==> config.mk <==
export PLATFORM = sky130hd
export DESIGN_NAME = mc_sequencer
export DESIGN_NICKNAME = d
export VERILOG_FILES = /design/src/rtl/mc_sequencer_pkg.sv /design/src/rtl/mc_sequencer_wait_timer.sv /design/src/rtl/mc_sequencer.sv
export SDC_FILE = /design/constraint.sdc
export NUM_CORES = 1
export LEC_CHECK = 0
export ABC_AREA = 1
export CORE_MARGIN = 1
export CORE_UTILIZATION = 46
export CTS_CLUSTER_DIAMETER = 30
export CTS_CLUSTER_SIZE = 30
export DETAILED_ROUTE_END_ITERATION = 7
export PLACE_DENSITY = 0.76
export SYNTH_ARGS = -nofsm -noshare
export SYNTH_HDL_FRONTEND = slang
export SYNTH_SLANG_ARGS = --single-unit
==> constraint.sdc <==
create_clock -name CLK -period 1.5 [get_ports CLK]
set_input_delay 0.3 -clock CLK [delete_from_list [all_inputs] [get_ports CLK]]
set_output_delay 0.3 -clock CLK [all_outputs]
set_load 0.005 [all_outputs]
==> src/rtl/mc_sequencer_pkg.sv <==
// mc_sequencer_pkg
// Shared definitions for the multi-cycle control sequencer:
//   - state_t   : FSM state encodings (also driven out on the `state` port)
//   - PC_SEL_*  : next-PC source select values
//   - DEF_MEM_TIMEOUT : default memory wait budget in cycles
package mc_sequencer_pkg;

    typedef enum logic [2:0] {
        ST_IDLE   = 3'd0,
        ST_FETCH  = 3'd1,
        ST_DECODE = 3'd2,
        ST_EXEC   = 3'd3,
        ST_MEM    = 3'd4,
        ST_WB     = 3'd5,
        ST_FAULT  = 3'd6
    } state_t;

    localparam logic [1:0] PC_SEL_SEQ    = 2'b00;  // PC + 4
    localparam logic [1:0] PC_SEL_BRANCH = 2'b01;  // branch target
    localparam logic [1:0] PC_SEL_JUMP   = 2'b10;  // jump target

    localparam int DEF_MEM_TIMEOUT = 15;

endpackage

==> src/rtl/mc_sequencer_wait_timer.sv <==
// mc_sequencer_wait_timer
// Counts unanswered memory wait cycles. One instance is shared by the FETCH
// and MEM states of the sequencer.
// Ports:
//   clk_i, rst_ni : clock, asynchronous active-low reset
//   clear_i       : zero the count (the sequencer changes state)
//   en_i          : a waiting cycle is in progress (FETCH/MEM, not stalled)
//   hit_i         : the awaited ready arrived this cycle
//   tc_o          : this waiting cycle is the MEM_TIMEOUT-th without ready
module mc_sequencer_wait_timer
    import mc_sequencer_pkg::*;
#(
    parameter int MEM_TIMEOUT = DEF_MEM_TIMEOUT
) (
    input  logic clk_i,
    input  logic rst_ni,
    input  logic clear_i,
    input  logic en_i,
    input  logic hit_i,
    output logic tc_o
);

    localparam int W = $clog2(MEM_TIMEOUT + 1);
    localparam logic [W-1:0] LAST = W'(MEM_TIMEOUT - 1);

    logic [W-1:0] cnt_q, cnt_d;

    always_comb begin
        cnt_d = cnt_q;
        if (clear_i) begin
            cnt_d = '0;
        end else if (en_i && !hit_i) begin
            cnt_d = cnt_q + 1'b1;
        end
    end

    always_ff @(posedge clk_i or negedge rst_ni) begin
        if (!rst_ni) begin
            cnt_q <= '0;
        end else begin
            cnt_q <= cnt_d;
        end
    end

    // A ready in the same cycle wins over the timeout.
    assign tc_o = en_i && !hit_i && (cnt_q == LAST);

endmodule

==> src/rtl/mc_sequencer.sv <==
// mc_sequencer
// Multi-cycle control sequencer: steps each instruction through
// FETCH -> DECODE -> EXEC -> (MEM) -> (WB) and gates the datapath write
// strobes so exactly one architectural update happens per state.
// Ports:
//   CLK, RST_N            : clock, asynchronous active-low reset
//   start                 : leave IDLE / clear FAULT
//   stall                 : freeze state, wait counter and all strobes
//   imem_ready/dmem_ready : memory handshakes (must be held across a stall)
//   dec_*                 : decoder flags for the current IR
//   alu_zero              : ALU zero flag for branch resolution
//   ir_load, pc_load, pc_sel, reg_we, dmem_re, dmem_we : datapath strobes,
//                           combinational, valid in the cycle before the edge
//   running, fault, state : status / debug view of the FSM
//   retired               : completed-instruction counter (wraps)
module mc_sequencer
    import mc_sequencer_pkg::*;
#(
    parameter int MEM_TIMEOUT = DEF_MEM_TIMEOUT,
    parameter int CNT_W       = 32
) (
    input  logic             CLK,
    input  logic             RST_N,
    input  logic             start,
    input  logic             stall,
    input  logic             imem_ready,
    input  logic             dmem_ready,
    input  logic             dec_reg_write,
    input  logic             dec_mem_read,
    input  logic             dec_mem_write,
    input  logic             dec_jump,
    input  logic             dec_branch,
    input  logic             dec_halt,
    input  logic             alu_zero,
    output logic             ir_load,
    output logic             pc_load,
    output logic [1:0]       pc_sel,
    output logic             reg_we,
    output logic             dmem_re,
    output logic             dmem_we,
    output logic             running,
    output logic             fault,
    output logic [2:0]       state,
    output logic [CNT_W-1:0] retired
);

    state_t           state_q, state_d;
    logic [CNT_W-1:0] retired_q;
    logic             retire;
    logic             wait_en, wait_hit, wait_tc, wait_clr;

    // Timer inputs depend only on registered state and primary inputs.
    assign wait_en  = !stall && (state_q == ST_FETCH || state_q == ST_MEM);
    assign wait_hit = (state_q == ST_FETCH) ? imem_ready : dmem_ready;
    assign wait_clr = (state_d != state_q);

    mc_sequencer_wait_timer #(
        .MEM_TIMEOUT(MEM_TIMEOUT)
    ) u_wait_timer (
        .clk_i   (CLK),
        .rst_ni  (RST_N),
        .clear_i (wait_clr),
        .en_i    (wait_en),
        .hit_i   (wait_hit),
        .tc_o    (wait_tc)
    );

    always_comb begin
        state_d = state_q;
        ir_load = 1'b0;
        pc_load = 1'b0;
        pc_sel  = PC_SEL_SEQ;
        reg_we  = 1'b0;
        dmem_re = 1'b0;
        dmem_we = 1'b0;
        retire  = 1'b0;
        case (state_q)
            ST_IDLE: begin
                if (start) state_d = ST_FETCH;
            end
            ST_FETCH: begin
                if (!stall) begin
                    if (imem_ready) begin
                        ir_load = 1'b1;
                        state_d = ST_DECODE;
                    end else if (wait_tc) begin
                        state_d = ST_FAULT;
                    end
                end
            end
            ST_DECODE: begin
                if (!stall) begin
                    if (dec_halt) begin
                        retire  = 1'b1;
                        state_d = ST_IDLE;
                    end else if (dec_mem_read && dec_mem_write) begin
                        state_d = ST_FAULT;
                    end else begin
                        state_d = ST_EXEC;
                    end
                end
            end
            ST_EXEC: begin
                if (!stall) begin
                    if (dec_jump) begin
                        pc_load = 1'b1;
                        pc_sel  = PC_SEL_JUMP;
                        retire  = 1'b1;
                        state_d = ST_FETCH;
                    end else if (dec_branch) begin
                        pc_load = 1'b1;
                        pc_sel  = alu_zero ? PC_SEL_BRANCH : PC_SEL_SEQ;
                        retire  = 1'b1;
                        state_d = ST_FETCH;
                    end else if (dec_mem_read || dec_mem_write) begin
                        state_d = ST_MEM;
                    end else begin
                        state_d = ST_WB;
                    end
                end
            end
            ST_MEM: begin
                if (!stall) begin
                    dmem_re = dec_mem_read;
                    dmem_we = dec_mem_write;
                    if (dmem_ready && dec_mem_read) begin
                        state_d = ST_WB;
                    end else if (dmem_ready && dec_mem_write) begin
                        pc_load = 1'b1;
                        retire  = 1'b1;
                        state_d = ST_FETCH;
                    end else if (wait_tc) begin
                        state_d = ST_FAULT;
                    end
                end
            end
            ST_WB: begin
                if (!stall) begin
                    reg_we  = dec_reg_write;
                    pc_load = 1'b1;
                    retire  = 1'b1;
                    state_d = ST_FETCH;
                end
            end
            ST_FAULT: begin
                if (start) state_d = ST_IDLE;
            end
            default: state_d = ST_IDLE;
        endcase
    end

    always_ff @(posedge CLK or negedge RST_N) begin
        if (!RST_N) begin
            state_q   <= ST_IDLE;
            retired_q <= '0;
        end else begin
            state_q <= state_d;
            if (retire) retired_q <= retired_q + 1'b1;
        end
    end

    assign running = (state_q != ST_IDLE) && (state_q != ST_FAULT);
    assign fault   = (state_q == ST_FAULT);
    assign state   = state_q;
    assign retired = retired_q;

endmodule

==> results of run 1 <==
cells by family after synthesis:
logic type                 Yosys count  synth area share, %
and+or+nand+nor                    224                 38.6
AOI/OAI and AO/OA                   19                 3.74
adders and majority gates            4                 1.90
buffers and inverters               50                 7.82
DFF                                 39                 37.0
xor gates and xnor gates            33                 10.9
sequential cells by signal, indices dropped and copies added, names as in the netlist:
register,count
retired,32
u_wait_timer.cnt_q,4
state,3
stage by stage:
stage	setup TNS, ns	total power [mW]	std cells	hold slack, ns	utilization, %
final	-17.10	5.87	638	0.485	93.0
after global routing	-19.20	6.03	638	0.521	93.0
after CTS	-7.98	4.93	624	0.492	83.9
after detailed placement	-21.21	3.71	583	0.272	73.0
after global placement	-19.22	3.65	583	0.271	73.0
after floorplan	-1.28	2.39	369	0.00441	-
report_power, final:
part           switching [mW]  total [mW]  leakage [nW]  internal [mW]
sequential              0.198        1.45         0.495           1.25
combinational            1.89        3.49          2.16           1.60
clock                   0.438       0.934        0.0581          0.496
total                    2.52        5.87          2.71           3.35
final timing paths:
check / start / end / slack [ns] / cells past startpoint
worst min register to register: retired[2]$_DFFE_PN0P_ / retired[2]$_DFFE_PN0P_ / 0.58 / 2
worst max-delay path: state[0]$_DFF_PN0_ / u_wait_timer.cnt_q[2]$_DFFE_PN0P_ / -0.53 / 12
worst min-delay path: RST_N / retired[4]$_DFFE_PN0P_ / 0.49 / 2
worst max register to register: state[0]$_DFF_PN0_ / u_wait_timer.cnt_q[2]$_DFFE_PN0P_ / -0.53 / 12
min in group CLK: retired[2]$_DFFE_PN0P_ / retired[2]$_DFFE_PN0P_ / 0.58 / 2
max in group asynchronous: RST_N / state[1]$_DFF_PN0_ / 0.51 / 3
area by class of cell:
cell class / count / share of cell area, %
multi-input cells: 280 / 38.6
repair inverters: 1 / 0.171
clock inverters: 3 / 0.855
inverters: 43 / 3.49
clock buffers: 5 / 1.34
well taps: 72 / 1.76
flip-flops and latches: 39 / 19.2
repair buffers: 195 / 34.5
critical path: cells and delay by family (launching register included):
kind          cells  cell delay [ns]
buf+inv           1             0.14
flops             1             0.46
simple gates     11             1.37
timing repair:
| item | 4_1_cts | 5_1_grt |
|---|---|---|
| hold buffers | 1 | 0 |
| gates resized for setup | 152 | 109 |
| buffers inserted | 35 | 13 |
| gates cloned | 2 | 1 |
| hold endpoints to repair | 17 | 0 |
| endpoints found under the setup margin | 79 | 51 |
| pin swaps | 36 | 27 |
synthesized netlist by cell type (all sizes together):
cell type	number
o21ai	14
o22ai	1
xor2	22
nand2	120
or3	1
nand3b	1
nor4	4
buf	6
dfrtp	39
nand4	9
ha	4
nor3b	1
nor3	31
nor2	35
xnor2	11
a21oi	3
clkbuf	1
nand3	21
and3	1
inv	43
o211ai	1
metal layers:
layer | up-vias | wire [um]
met2 | 333 | 6720
li1 | 1574 | -
met1 | 1833 | 4450
met3 | 152 | 1120
met4 | 0 | 1450
met5 | - | 0
==> results.cfg, run 1 <==
[setup_path]
worstSetupStartpointType = flop
critPathCaptureType = flop
critical_path_class = reg2reg
critPathMostFrequentCell = sky130_fd_sc_hd__nand2_2
timing.critical_path.fanout_max = 4
critical_path_required_ns = 1.74
critPathArrivalTime_ns = 2.26
crit_slowest_cell = sky130_fd_sc_hd__dfrtp_2
timing.critical_path.slowest_cell_delay_ns = 0.46
cp_cell_sequence = buf_6 > nor2_4 > nand3_1 > nand2_1 > nand4_1 > nand2_1 > nand2_2 > nand2_2 > nand2_2 > nand2_2 > nand2_4 > nor3_2

[synthesis]
synth_top_cells_by_area = sky130_fd_sc_hd__dfrtp_1 37%, sky130_fd_sc_hd__nand2_1 17%, sky130_fd_sc_hd__xor2_1 7.3%, sky130_fd_sc_hd__nor3_1 5.5%, sky130_fd_sc_hd__inv_1 5.4%
yosys_register_bits = 39
synth.net_count = 386
synthDominantAreaCellType = sky130_fd_sc_hd__dfrtp_1
syn_inst = 369
yosysWarningCount = 0
synth-seq-area-share_pct = 37.0
synth.avg_cell_area_sq_um = 7.15
yosys_cell_types = 32
synth_cell_area_sq_mm = 0.00264
netlist.area_leader.share_pct = 37.0

[final_layout]
final_design_area_no_fill_sq_mm = 0.00512
layout.nets = 582
count_of_inserted_antenna_diode_cells = 0
fraction_of_final_layout_cells_with_drive_strength_greater_than_1_pct = 50.4
multi_input_comb_area_sq_mm = 0.00198
synthToLayoutAreaGrowth_pct = 94.0
final_cell_mix = 98 x sky130_fd_sc_hd__buf_4, 67 x sky130_fd_sc_hd__nand2_1, 34 x sky130_fd_sc_hd__inv_1, 33 x sky130_fd_sc_hd__nand2_2, 33 x sky130_fd_sc_hd__dfrtp_1
fillCellCount = 183
final_common_cell = sky130_fd_sc_hd__buf_4
layout.area.seq_sq_um = 983

[status]
violations = negative setup slack
run_status = complete, but fails checks

[detailed_routing]
routedWlPerCell_um = 21.5
avgViaCountPerCell = 6.10
dr_total_vias = 3892
antenna_left = 0
routed_wirelength_mm = 13.7
drc_errors = 0
number_of_search_and_repair_iterations_in_the_first_detailed_routing_pass = 5
detailedRoute.firstIterationViolations = 597

[grt]
grt_use_met1_pct = 33.9
globalRouteMet2Util_pct = 62.3
pin_count_of_the_biggest_net_entering_global_routing = 23
wire_length_of_the_first_global_routing_pass_mm = 15.2
grt_antenna_before_repair = 0
number_of_global_route_vias_before_repair = 3398
top_usage_layer = met2
globalRouteTotalUtil_pct = 32.4
global_route.overflow_total = 0
grt.met3_usage_pct = 5.18

[floorplan]
die_area_sq_mm = 0.00605
die_h_um = 77.8
start_util_pct = 47.9
num_io_pins = 57
floorplan.die.width_um = 77.8
placementRows = 27
core-area_sq_mm = 0.00551

[clock_tree]
worst_skew_pair.late_latency_ns = 0.31
tritoncts.num_buffers = 5
cts.clk_slew.worst_paths_ns = 0.09
clock_tree.buffer_depth = 2
ctsRootBufferMaster = sky130_fd_sc_hd__clkbuf_8
htreeDepth = 2
cts.sinks = 39
cts_tree = built

[sta]
clock_skews_ns = 0.00532
fin_ws_ns = -0.527
setup_viol = 49
layout_worst_path_cycle_share_pct = 135
grt_setup_unrepaired = yes
fin_crit_ns = 2.03
report.final.slew_viol_count = 0
tightest_slew_ns = 0.479
relSlewSlack_pct = 68.1
timing.fmax_ghz = 0.493
final_hold_viol_count = 0

[worst_hold_path]
holdCritPathClass = in2async

[place]
pre_cts_slack_ns = -0.647
final_weighted_congestion_in_routability_driven_placement = 0.915
placed_cell_area_sq_mm = 0.00402
dp.final_hpwl_mm = 6.25
placement.io_buffers = 56

[power]
ir_worst_vdd_v = 0.00114
power_per_cell_area_mw_per_mm2 = 1150
leak_pwr_nw = 2.71

[run]
timing.max_cap.violations = 0
Power figures use the tool's default switching activity.
==> run 2: changes to the inputs <==
--- a/config.mk
+++ b/config.mk
@@ -6,12 +6,12 @@
 export NUM_CORES = 1
 export LEC_CHECK = 0
 export ABC_AREA = 1
-export CORE_MARGIN = 1
 export CORE_UTILIZATION = 46
 export CTS_CLUSTER_DIAMETER = 30
 export CTS_CLUSTER_SIZE = 30
 export DETAILED_ROUTE_END_ITERATION = 7
 export PLACE_DENSITY = 0.76
+export SETUP_SLACK_MARGIN = 0.2
 export SYNTH_ARGS = -nofsm -noshare
 export SYNTH_HDL_FRONTEND = slang
 export SYNTH_SLANG_ARGS = --single-unit
==> results.cfg, run 2 <==
[synthesis]
synth_edf_count = 0
netlist.area_leader.share_pct = 37.0
yosys_register_bits = 39
synthDominantAreaCellType = sky130_fd_sc_hd__dfrtp_1
async_flop_share_pct = 100
synth-seq-area-share_pct = 37.0
yosys_cell_types = 32
synth.avg_cell_area_sq_um = 7.15
syn_inst = 369
ys_dominant_reg_cell = sky130_fd_sc_hd__dfrtp_1
synth_cell_area_sq_mm = 0.00264
synth.net_count = 386
synth_most_common_cell = sky130_fd_sc_hd__nand2_1
synthTopCellsByCount = 118 x sky130_fd_sc_hd__nand2_1, 39 x sky130_fd_sc_hd__dfrtp_1, 38 x sky130_fd_sc_hd__inv_1, 31 x sky130_fd_sc_hd__nor2_1, 29 x sky130_fd_sc_hd__nor3_1
yosysWarningCount = 0
synth_top_cells_by_area = sky130_fd_sc_hd__dfrtp_1 37%, sky130_fd_sc_hd__nand2_1 17%, sky130_fd_sc_hd__xor2_1 7.3%, sky130_fd_sc_hd__nor3_1 5.5%, sky130_fd_sc_hd__inv_1 5.4%

[floorplan]
num_io_pins = 57
placementRows = 27
floorplan.die.width_um = 77.8
start_util_pct = 47.9
die_h_um = 77.8

[grt]
pin_count_of_the_biggest_net_entering_global_routing = 20
global_route.overflow_total = 370
globalRouteTotalUtil_pct = 90.2

[clock_tree]
htreeDepth = 2
cts.sinks = 39
tritoncts.num_buffers = 5
clock_tree.buffer_depth = 2
ctsRootBufferMaster = sky130_fd_sc_hd__clkbuf_8

[place]
final_weighted_congestion_in_routability_driven_placement = 0.954
dp.final_hpwl_mm = 6.16
placement.io_buffers = 56
pre_cts_slack_ns = -0.634

[status]
failed_stage = global routing
firstError = [ERROR GRT-0232] Routing congestion too high. Check the congestion heatmap in the GUI.
run_status = stopped before the end

[sta]
worstEndpointType = register input
postGrtWorstEndpoint = retired[7]$_DFFE_PN0P_/D
-- run 2: cell counts after synthesis --
Identical to the previous run, type by type.
-- run 2: routing by layer --
layer,track usage [%],GRT overflow
met5,0,0
met4,110,105
met3,61.8,4
met2,119,259
met1,83.1,2
-- run 2: repair_timing --
| action | 4_1_cts |
|---|---|
| hold endpoints to repair | 17 |
| resized for setup | 252 |
| cloned | 1 |
| hold buffers | 1 |
| buffers inserted | 62 |
| setup endpoints to repair | 83 |
| pin swaps | 22 |
-- run 2: logic make-up after synthesis --
family / count (synthesis) / synth area share, %
and+or+nand+nor: 224 / 38.6
buffers and inverters: 50 / 7.82
DFF: 39 / 37.0
xor gates and xnor gates: 33 / 10.9
AOI/OAI and AO/OA: 19 / 3.74
adders and majority gates: 4 / 1.90
-- run 2: metrics by stage --
stage / utilization, % / cells / hold slack (ns) / cell area [sq um]
floorplan: - / 369 / 0.00441 / 2690
global placement: 72.6 / 583 / 0.268 / 4000
detailed placement: 72.6 / 583 / 0.268 / 4000
CTS: 88.4 / 655 / 0.488 / 4870
==> run 3: changes to the inputs <==
--- a/config.mk
+++ b/config.mk
@@ -6,12 +6,9 @@
 export NUM_CORES = 1
 export LEC_CHECK = 0
 export ABC_AREA = 1
-export CORE_UTILIZATION = 46
-export CTS_CLUSTER_DIAMETER = 30
-export CTS_CLUSTER_SIZE = 30
+export CORE_UTILIZATION = 35
 export DETAILED_ROUTE_END_ITERATION = 7
-export PLACE_DENSITY = 0.76
-export SETUP_SLACK_MARGIN = 0.2
+export PLACE_DENSITY_LB_ADDON = 0.15
 export SYNTH_ARGS = -nofsm -noshare
 export SYNTH_HDL_FRONTEND = slang
 export SYNTH_SLANG_ARGS = --single-unit
==> constraint.sdc (replaced) <==
create_clock -name CLK -period 1.95 [get_ports CLK]
set_input_delay 0.39 -clock CLK [delete_from_list [all_inputs] [get_ports CLK]]
set_output_delay 0.39 -clock CLK [all_outputs]
set_load 0.005 [all_outputs]
==> results.cfg, run 3 (synthesized netlist as in run 1, its figures left out) <==
[power]
cellInternalPower_mw = 2.00
power_per_cell_area_mw_per_mm2 = 869
sw_frac_of_total_pct = 39.6
leak_pwr_nw = 1.90
share_seq_of_total_power_pct = 35.0
clk_network_pwr_share_pct = 16.6
p_sw_mw = 1.31
ir_worst_vdd_v = 0.000506
pwr-share-comb_pct = 48.4

[clock_tree]
htreeDepth = 2
ctsRootBufferMaster = sky130_fd_sc_hd__clkbuf_8
tritoncts.num_buffers = 5
clock_tree.buffer_depth = 2
cts.sinks = 39
cts.clk_slew.worst_paths_ns = 0.08
worst_skew_pair.late_latency_ns = 0.30
cts_tree = built

[grt]
global_route.overflow_total = 0
grt_antenna_before_repair = 0
pin_count_of_the_biggest_net_entering_global_routing = 22
globalRouteTotalUtil_pct = 19.8
wire_length_of_the_first_global_routing_pass_mm = 12.1
number_of_global_route_vias_before_repair = 2620

[setup_path]
critPathMostFrequentCell = sky130_fd_sc_hd__nand2_1
critPathArrivalTime_ns = 1.49
cp_cell_sequence = clkdlybuf4s50_1 > nand2_1 > nor3_1 > nand2_1 > o21ai_2 > o22ai_1 > inv_1 > clkbuf_2
r2r_slack_ns = 0.17
worst_r2r_src = state[1]$_DFF_PN0_
rr_endpoint = retired[7]$_DFFE_PN0P_
critical_path_class = in2out
worstSetupStartpointType = primary input
timing.critical_path.slowest_cell_delay_ns = 0.47
worst-r2r-cell-count = 14
timing.critical_path.fanout_max = 2
critical_path.n_buffers_inverters = 3
crit_family = buffers and inverters
crit_slowest_cell = sky130_fd_sc_hd__clkdlybuf4s50_1
critical_path_required_ns = 1.56
critPathCaptureType = output port

[sta]
setup_viol = 0
report.final.slew_viol_count = 0
relSlewSlack_pct = 66.1
layout_worst_path_cycle_share_pct = 96.2
final_hold_viol_count = 0
tightest_slew_ns = 0.509
timing.fmax_ghz = 0.533
fin_worst_hold_slack_ns = 0.0451
fin_crit_ns = 1.88
grt_setup_unrepaired = yes
clock_skews_ns = 0.0124

[detailed_routing]
avgViaCountPerCell = 4.72
antenna_left = 0
routedWlPerCell_um = 12.7
routed_wirelength_mm = 7.20
drc_errors = 0
number_of_search_and_repair_iterations_in_the_first_detailed_routing_pass = 4
detailedRoute.firstIterationViolations = 85
dr_total_vias = 2675

[floorplan]
start_util_pct = 36.4
die_area_sq_mm = 0.00789
core-area_sq_mm = 0.00725
num_io_pins = 57
floorplan.die.width_um = 88.9
placementRows = 31
die_h_um = 88.9

[worst_hold_path]
holdCritPathClass = in2async

[final_layout]
final-instance-count-excl-fill = 567
count_of_inserted_antenna_diode_cells = 0
largest_reg_flops = 32
fraction_of_final_layout_cells_with_drive_strength_greater_than_1_pct = 19.7
final_cell_mix = 110 x sky130_fd_sc_hd__nand2_1, 44 x sky130_fd_sc_hd__clkdlybuf4s50_1, 37 x sky130_fd_sc_hd__inv_1, 36 x sky130_fd_sc_hd__dfrtp_1, 34 x sky130_fd_sc_hd__buf_4
final_common_cell = sky130_fd_sc_hd__nand2_1
synthToLayoutAreaGrowth_pct = 44.5
layout.nets = 484

[run]
timing.max_cap.violations = 0

[place]
placement.io_buffers = 56
dp.final_hpwl_mm = 5.65
final_weighted_congestion_in_routability_driven_placement = 0.915
placed_cells_incl_taps = 551

[status]
run_status = finished, final reports clean
run 3: per-stage QoR:
stage	setup WS [ns]	instance area [sq um]	TNS, ns	utilization (%)	total power, mW
final	0.0744	3810	0	52.6	3.31
after global placement	-0.317	3570	-4.16	49.2	2.47
after detailed placement	-0.356	3570	-5.15	49.2	2.49
after floorplan	0.255	2640	0	-	1.81
after global routing	-0.0199	3810	-0.0199	52.6	3.57
after CTS	-0.0978	3700	-0.0978	51.0	3.11
run 3: worst max-delay path by stage:
stage / start / to / slack [ns] / cells past startpoint
6_report: dmem_ready / pc_load / 0.07 / 8
2_1_floorplan: state[2]$_DFF_PN0_ / retired[7]$_DFFE_PN0P_ / 0.26 / 12
3_3_place_gp: dmem_ready / pc_load / -0.32 / 8
3_5_place_dp: dec_mem_write / pc_load / -0.36 / 8
4_1_cts: state[1]$_DFF_PN0_ / pc_load / -0.1 / 8
5_1_grt: dmem_ready / pc_load / -0.02 / 8
run 3: layout make-up:
type	count	area, sq um
Tap cell	99	124
Clock inverter	2	12.5
Inverter	43	164
Clock buffer	6	72.6
Multi-Input combinational cell	280	1560
Fill cell	741	3440
Sequential cell	39	980
Timing Repair Buffer	98	902
run 3: timing repair:
action / CTS / global route
resized for setup: 21 / 38
pin swaps: 2 / 11
endpoints found under the setup margin: 9 / 36
hold buffers: 0 / 0
setup buffers: 6 / 2
hold endpoints to repair: 0 / 0
run 3: power by group through the flow:
stage,logic (mW),registers (mW),clock network [mW]
after CTS,1.40,1.15,0.561
after detailed placement,1.32,1.17,0
final,1.61,1.16,0.549
after global routing,1.79,1.20,0.592
after floorplan,0.656,1.15,0
after global placement,1.31,1.17,0
run 3: per-layer routing:
layer	vias up	wire, um	GRT usage [%]
li1	1373	-	-
met1	1235	3220	24.5
met2	51	3560	33.9
met3	16	290	4.38
met4	0	132	7.18
met5	-	0	0
run 3: worst reg2reg max path: cells and delay by family (launching register included):
| family | cells | cell delay [ns] |
|---|---|---|
| compound gates | 1 | 0.11 |
| flops | 1 | 0.41 |
| simple gates | 8 | 0.60 |
| buf+inv | 5 | 0.53 |
==> run 4: changes to the inputs <==
--- a/config.mk
+++ b/config.mk
@@ -5,8 +5,7 @@
 export SDC_FILE = /design/constraint.sdc
 export NUM_CORES = 1
 export LEC_CHECK = 0
-export ABC_AREA = 1
-export CORE_UTILIZATION = 35
+export CORE_UTILIZATION = 50
 export DETAILED_ROUTE_END_ITERATION = 7
 export PLACE_DENSITY_LB_ADDON = 0.15
 export SYNTH_ARGS = -nofsm -noshare
==> results.cfg, run 4 <==
[grt]
globalRouteTotalUtil_pct = 29.7
number_of_global_route_vias_before_repair = 2415
pin_count_of_the_biggest_net_entering_global_routing = 40
grt_use_met1_pct = 39.6
grt_antenna_before_repair = 0
grt.met3_usage_pct = 7.08
wire_length_of_the_first_global_routing_pass_mm = 11.8
globalRouteMet2Util_pct = 47.7
top_usage_layer = met2
global_route.overflow_total = 0

[synthesis]
post_synth_xor_area_fraction_pct = 12.1
yosys_cell_types = 50
synth.avg_cell_area_sq_um = 9.80
main_combinational_cell_family_by_area_after_synthesis = simple AND/OR/NAND/NOR gates
netlist.area_leader.share_pct = 39.7
muxShareOfSynthArea_pct = 0.865
simple_gate_area_share_of_the_yosys_netlist_pct = 32.3
synth_most_common_cell = sky130_fd_sc_hd__dfrtp_1
synth_top_cells_by_area = sky130_fd_sc_hd__dfrtp_1 40%, sky130_fd_sc_hd__xor2_1 10%, sky130_fd_sc_hd__nor4_2 7.1%, sky130_fd_sc_hd__nor3_1 3.1%, sky130_fd_sc_hd__nor2_1 2.9%
synthDominantAreaCellType = sky130_fd_sc_hd__dfrtp_1
synth-compound-area-share_pct = 8.50
syn_inst = 251
yosys_register_bits = 39
async_flop_share_pct = 100
ys_dominant_reg_cell = sky130_fd_sc_hd__dfrtp_1
synthAdderAreaFrac_pct = 2.04
synth.net_count = 268
yosysWarningCount = 0
synth_edf_count = 0
synth-seq-area-share_pct = 39.7
synth_cell_area_sq_mm = 0.00246
synthTopCellsByCount = 39 x sky130_fd_sc_hd__dfrtp_1, 29 x sky130_fd_sc_hd__xor2_1, 19 x sky130_fd_sc_hd__nor2_1, 17 x sky130_fd_sc_hd__nand2_1, 15 x sky130_fd_sc_hd__nor3_1

[sta]
relSlewSlack_pct = 58.6
report.final.slew_viol_count = 0
timing.setup.tns_ns = -1.77
grt_setup_unrepaired = yes
fin_crit_ns = 2.10
clock_skews_ns = 0.00938
final_hold_viol_count = 0
layout_worst_path_cycle_share_pct = 108
fin_ws_ns = -0.151
setup_viol = 31
timing.fmax_ghz = 0.476
tightest_slew_ns = 0.619
fin_worst_hold_slack_ns = 0.129

[clock_tree]
ctsRootBufferMaster = sky130_fd_sc_hd__clkbuf_8
clock_tree.buffer_depth = 2
cts.sinks = 39
worst_skew_pair.late_latency_ns = 0.31
cts_tree = built
htreeDepth = 2
tritoncts.num_buffers = 5
cts.clk_slew.worst_paths_ns = 0.08
postCtsHoldBufs = 0

[floorplan]
die_h_um = 72.1
core-area_sq_mm = 0.00472
floorplan.die.width_um = 72.1
num_io_pins = 57
start_util_pct = 52.1
die_area_sq_mm = 0.00520
placementRows = 25

[setup_path]
worstSetupStartpoint = retired[10]$_DFFE_PN0P_
critical_path_required_ns = 2.15
worstSetupStartpointType = flop
timing.critical_path.fanout_max = 4
critPathCaptureType = flop
critical_path_class = reg2reg
critPathArrivalTime_ns = 2.30
worst_r2r_src = retired[10]$_DFFE_PN0P_

[place]
pre_cts_slack_ns = -0.302
dp.final_hpwl_mm = 4.30
placement.io_buffers = 56
placed_cells_incl_taps = 401
placed_cell_area_sq_mm = 0.00337
final_weighted_congestion_in_routability_driven_placement = 0.869

[power]
sw_frac_of_total_pct = 39.0
power_per_cell_area_mw_per_mm2 = 904
ir_worst_vdd_v = 0.000505
leak_pwr_nw = 2.14
cellInternalPower_mw = 2.29
pwr-share-comb_pct = 58.0
totalPowerFinal_mw = 3.76
clk_network_pwr_share_pct = 16.8
share_seq_of_total_power_pct = 25.2
p_sw_mw = 1.47

[final_layout]
postLayoutCoreUtil_pct = 87.9
count_of_inserted_antenna_diode_cells = 0
largest_reg_flops = 32
final-instance-count-excl-fill = 433
fraction_of_final_layout_cells_with_drive_strength_greater_than_1_pct = 36.3
fillCellCount = 207
final_design_area_no_fill_sq_mm = 0.00415
layout.nets = 382
synthToLayoutAreaGrowth_pct = 68.9
final_cell_mix = 46 x sky130_fd_sc_hd__clkdlybuf4s50_1, 41 x sky130_fd_sc_hd__buf_4, 38 x sky130_fd_sc_hd__dfrtp_1, 29 x sky130_fd_sc_hd__xor2_1, 17 x sky130_fd_sc_hd__nor4_4
final_common_cell = sky130_fd_sc_hd__clkdlybuf4s50_1

[detailed_routing]
routedWlPerCell_um = 22.1
detailedRoute.firstIterationViolations = 300
routed_wirelength_mm = 9.55
dr_total_vias = 2653
number_of_search_and_repair_iterations_in_the_first_detailed_routing_pass = 5
drc_errors = 0
antenna_left = 0
avgViaCountPerCell = 6.13

[run]
timing.max_cap.violations = 0

[status]
run_status = complete, but fails checks
violations = negative setup slack

[worst_hold_path]
holdCritPathClass = in2async
-- run 4: cell types whose count changed after synthesis, moves of 6 or more --
cell and change:
sky130_fd_sc_hd__nand3_1 -11, sky130_fd_sc_hd__and3_1 +6, sky130_fd_sc_hd__o21ai_0 -8, sky130_fd_sc_hd__inv_1 -31, sky130_fd_sc_hd__nor3_1 -14, sky130_fd_sc_hd__nor4_2 +14
sky130_fd_sc_hd__xor2_1 +7, sky130_fd_sc_hd__nand2_1 -101, sky130_fd_sc_hd__xnor2_1 -6, sky130_fd_sc_hd__nor2_1 -12, sky130_fd_sc_hd__nor3b_1 +6
-- run 4: timing repair --
item,4_1_cts,5_1_grt
cloned,3,2
pin swaps,34,33
resized for setup,68,38
buffers inserted,5,14
endpoints found under the setup margin,33,40
endpoints found under the hold margin,0,0
-- run 4: final cells by class --
class,instances,area [sq um],area share [%]
Timing Repair Buffer,120,1210,29.2
Tap cell,67,83.8,2.02
Inverter,9,36.3,0.874
Multi-Input combinational cell,190,1740,41.9
Clock buffer,8,100,2.41
Sequential cell,39,977,23.5
-- run 4: final timing paths --
kind / cells past startpoint / to / slack, ns
max in group asynchronous: 2 / retired[8]$_DFFE_PN0P_ / 1.43
max: 5 / retired[29]$_DFFE_PN0P_ / -0.15
max reg2reg: 5 / retired[29]$_DFFE_PN0P_ / -0.15
min in group CLK: 1 / retired[4]$_DFFE_PN0P_ / 0.50
min: 2 / retired[3]$_DFFE_PN0P_ / 0.13
min reg2reg: 1 / retired[4]$_DFFE_PN0P_ / 0.50
-- run 4: cell families (layout without fill, tap and decap cells) --
logic type,Yosys count,in the layout
flops,39,39
compound gates,31,31
xor+xnor,34,34
fa+ha+maj,4,4
simple gates,119,119
buf+inv,22,137
mux,2,2
-- run 4: worst max-delay path: stages, from the launching register on --
cell	delay [ns]
sky130_fd_sc_hd__dfrtp_1	0.47
sky130_fd_sc_hd__nand4_1	0.29
sky130_fd_sc_hd__nor4_4	0.42
sky130_fd_sc_hd__nand2_1	0.29
sky130_fd_sc_hd__nor3_2	0.26
sky130_fd_sc_hd__xor2_1	0.27
-- run 4: layer usage --
metal  routed length, um  vias to the layer above
met4                 595                        0
met3                 636                       59
met2                4680                      166
met1                3640                     1292
met5                   0                        -
li1                    -                     1136
-- run 4: power groups by stage --
stage / Clock [mW] / Combinational, mW / Sequential [mW]
2_1_floorplan: 0 / 0.729 / 0.953
3_3_place_gp: 0 / 1.27 / 0.945
3_5_place_dp: 0 / 1.29 / 0.950
4_1_cts: 0.618 / 1.79 / 0.943
5_1_grt: 0.661 / 2.28 / 0.951
6_report: 0.631 / 2.18 / 0.947
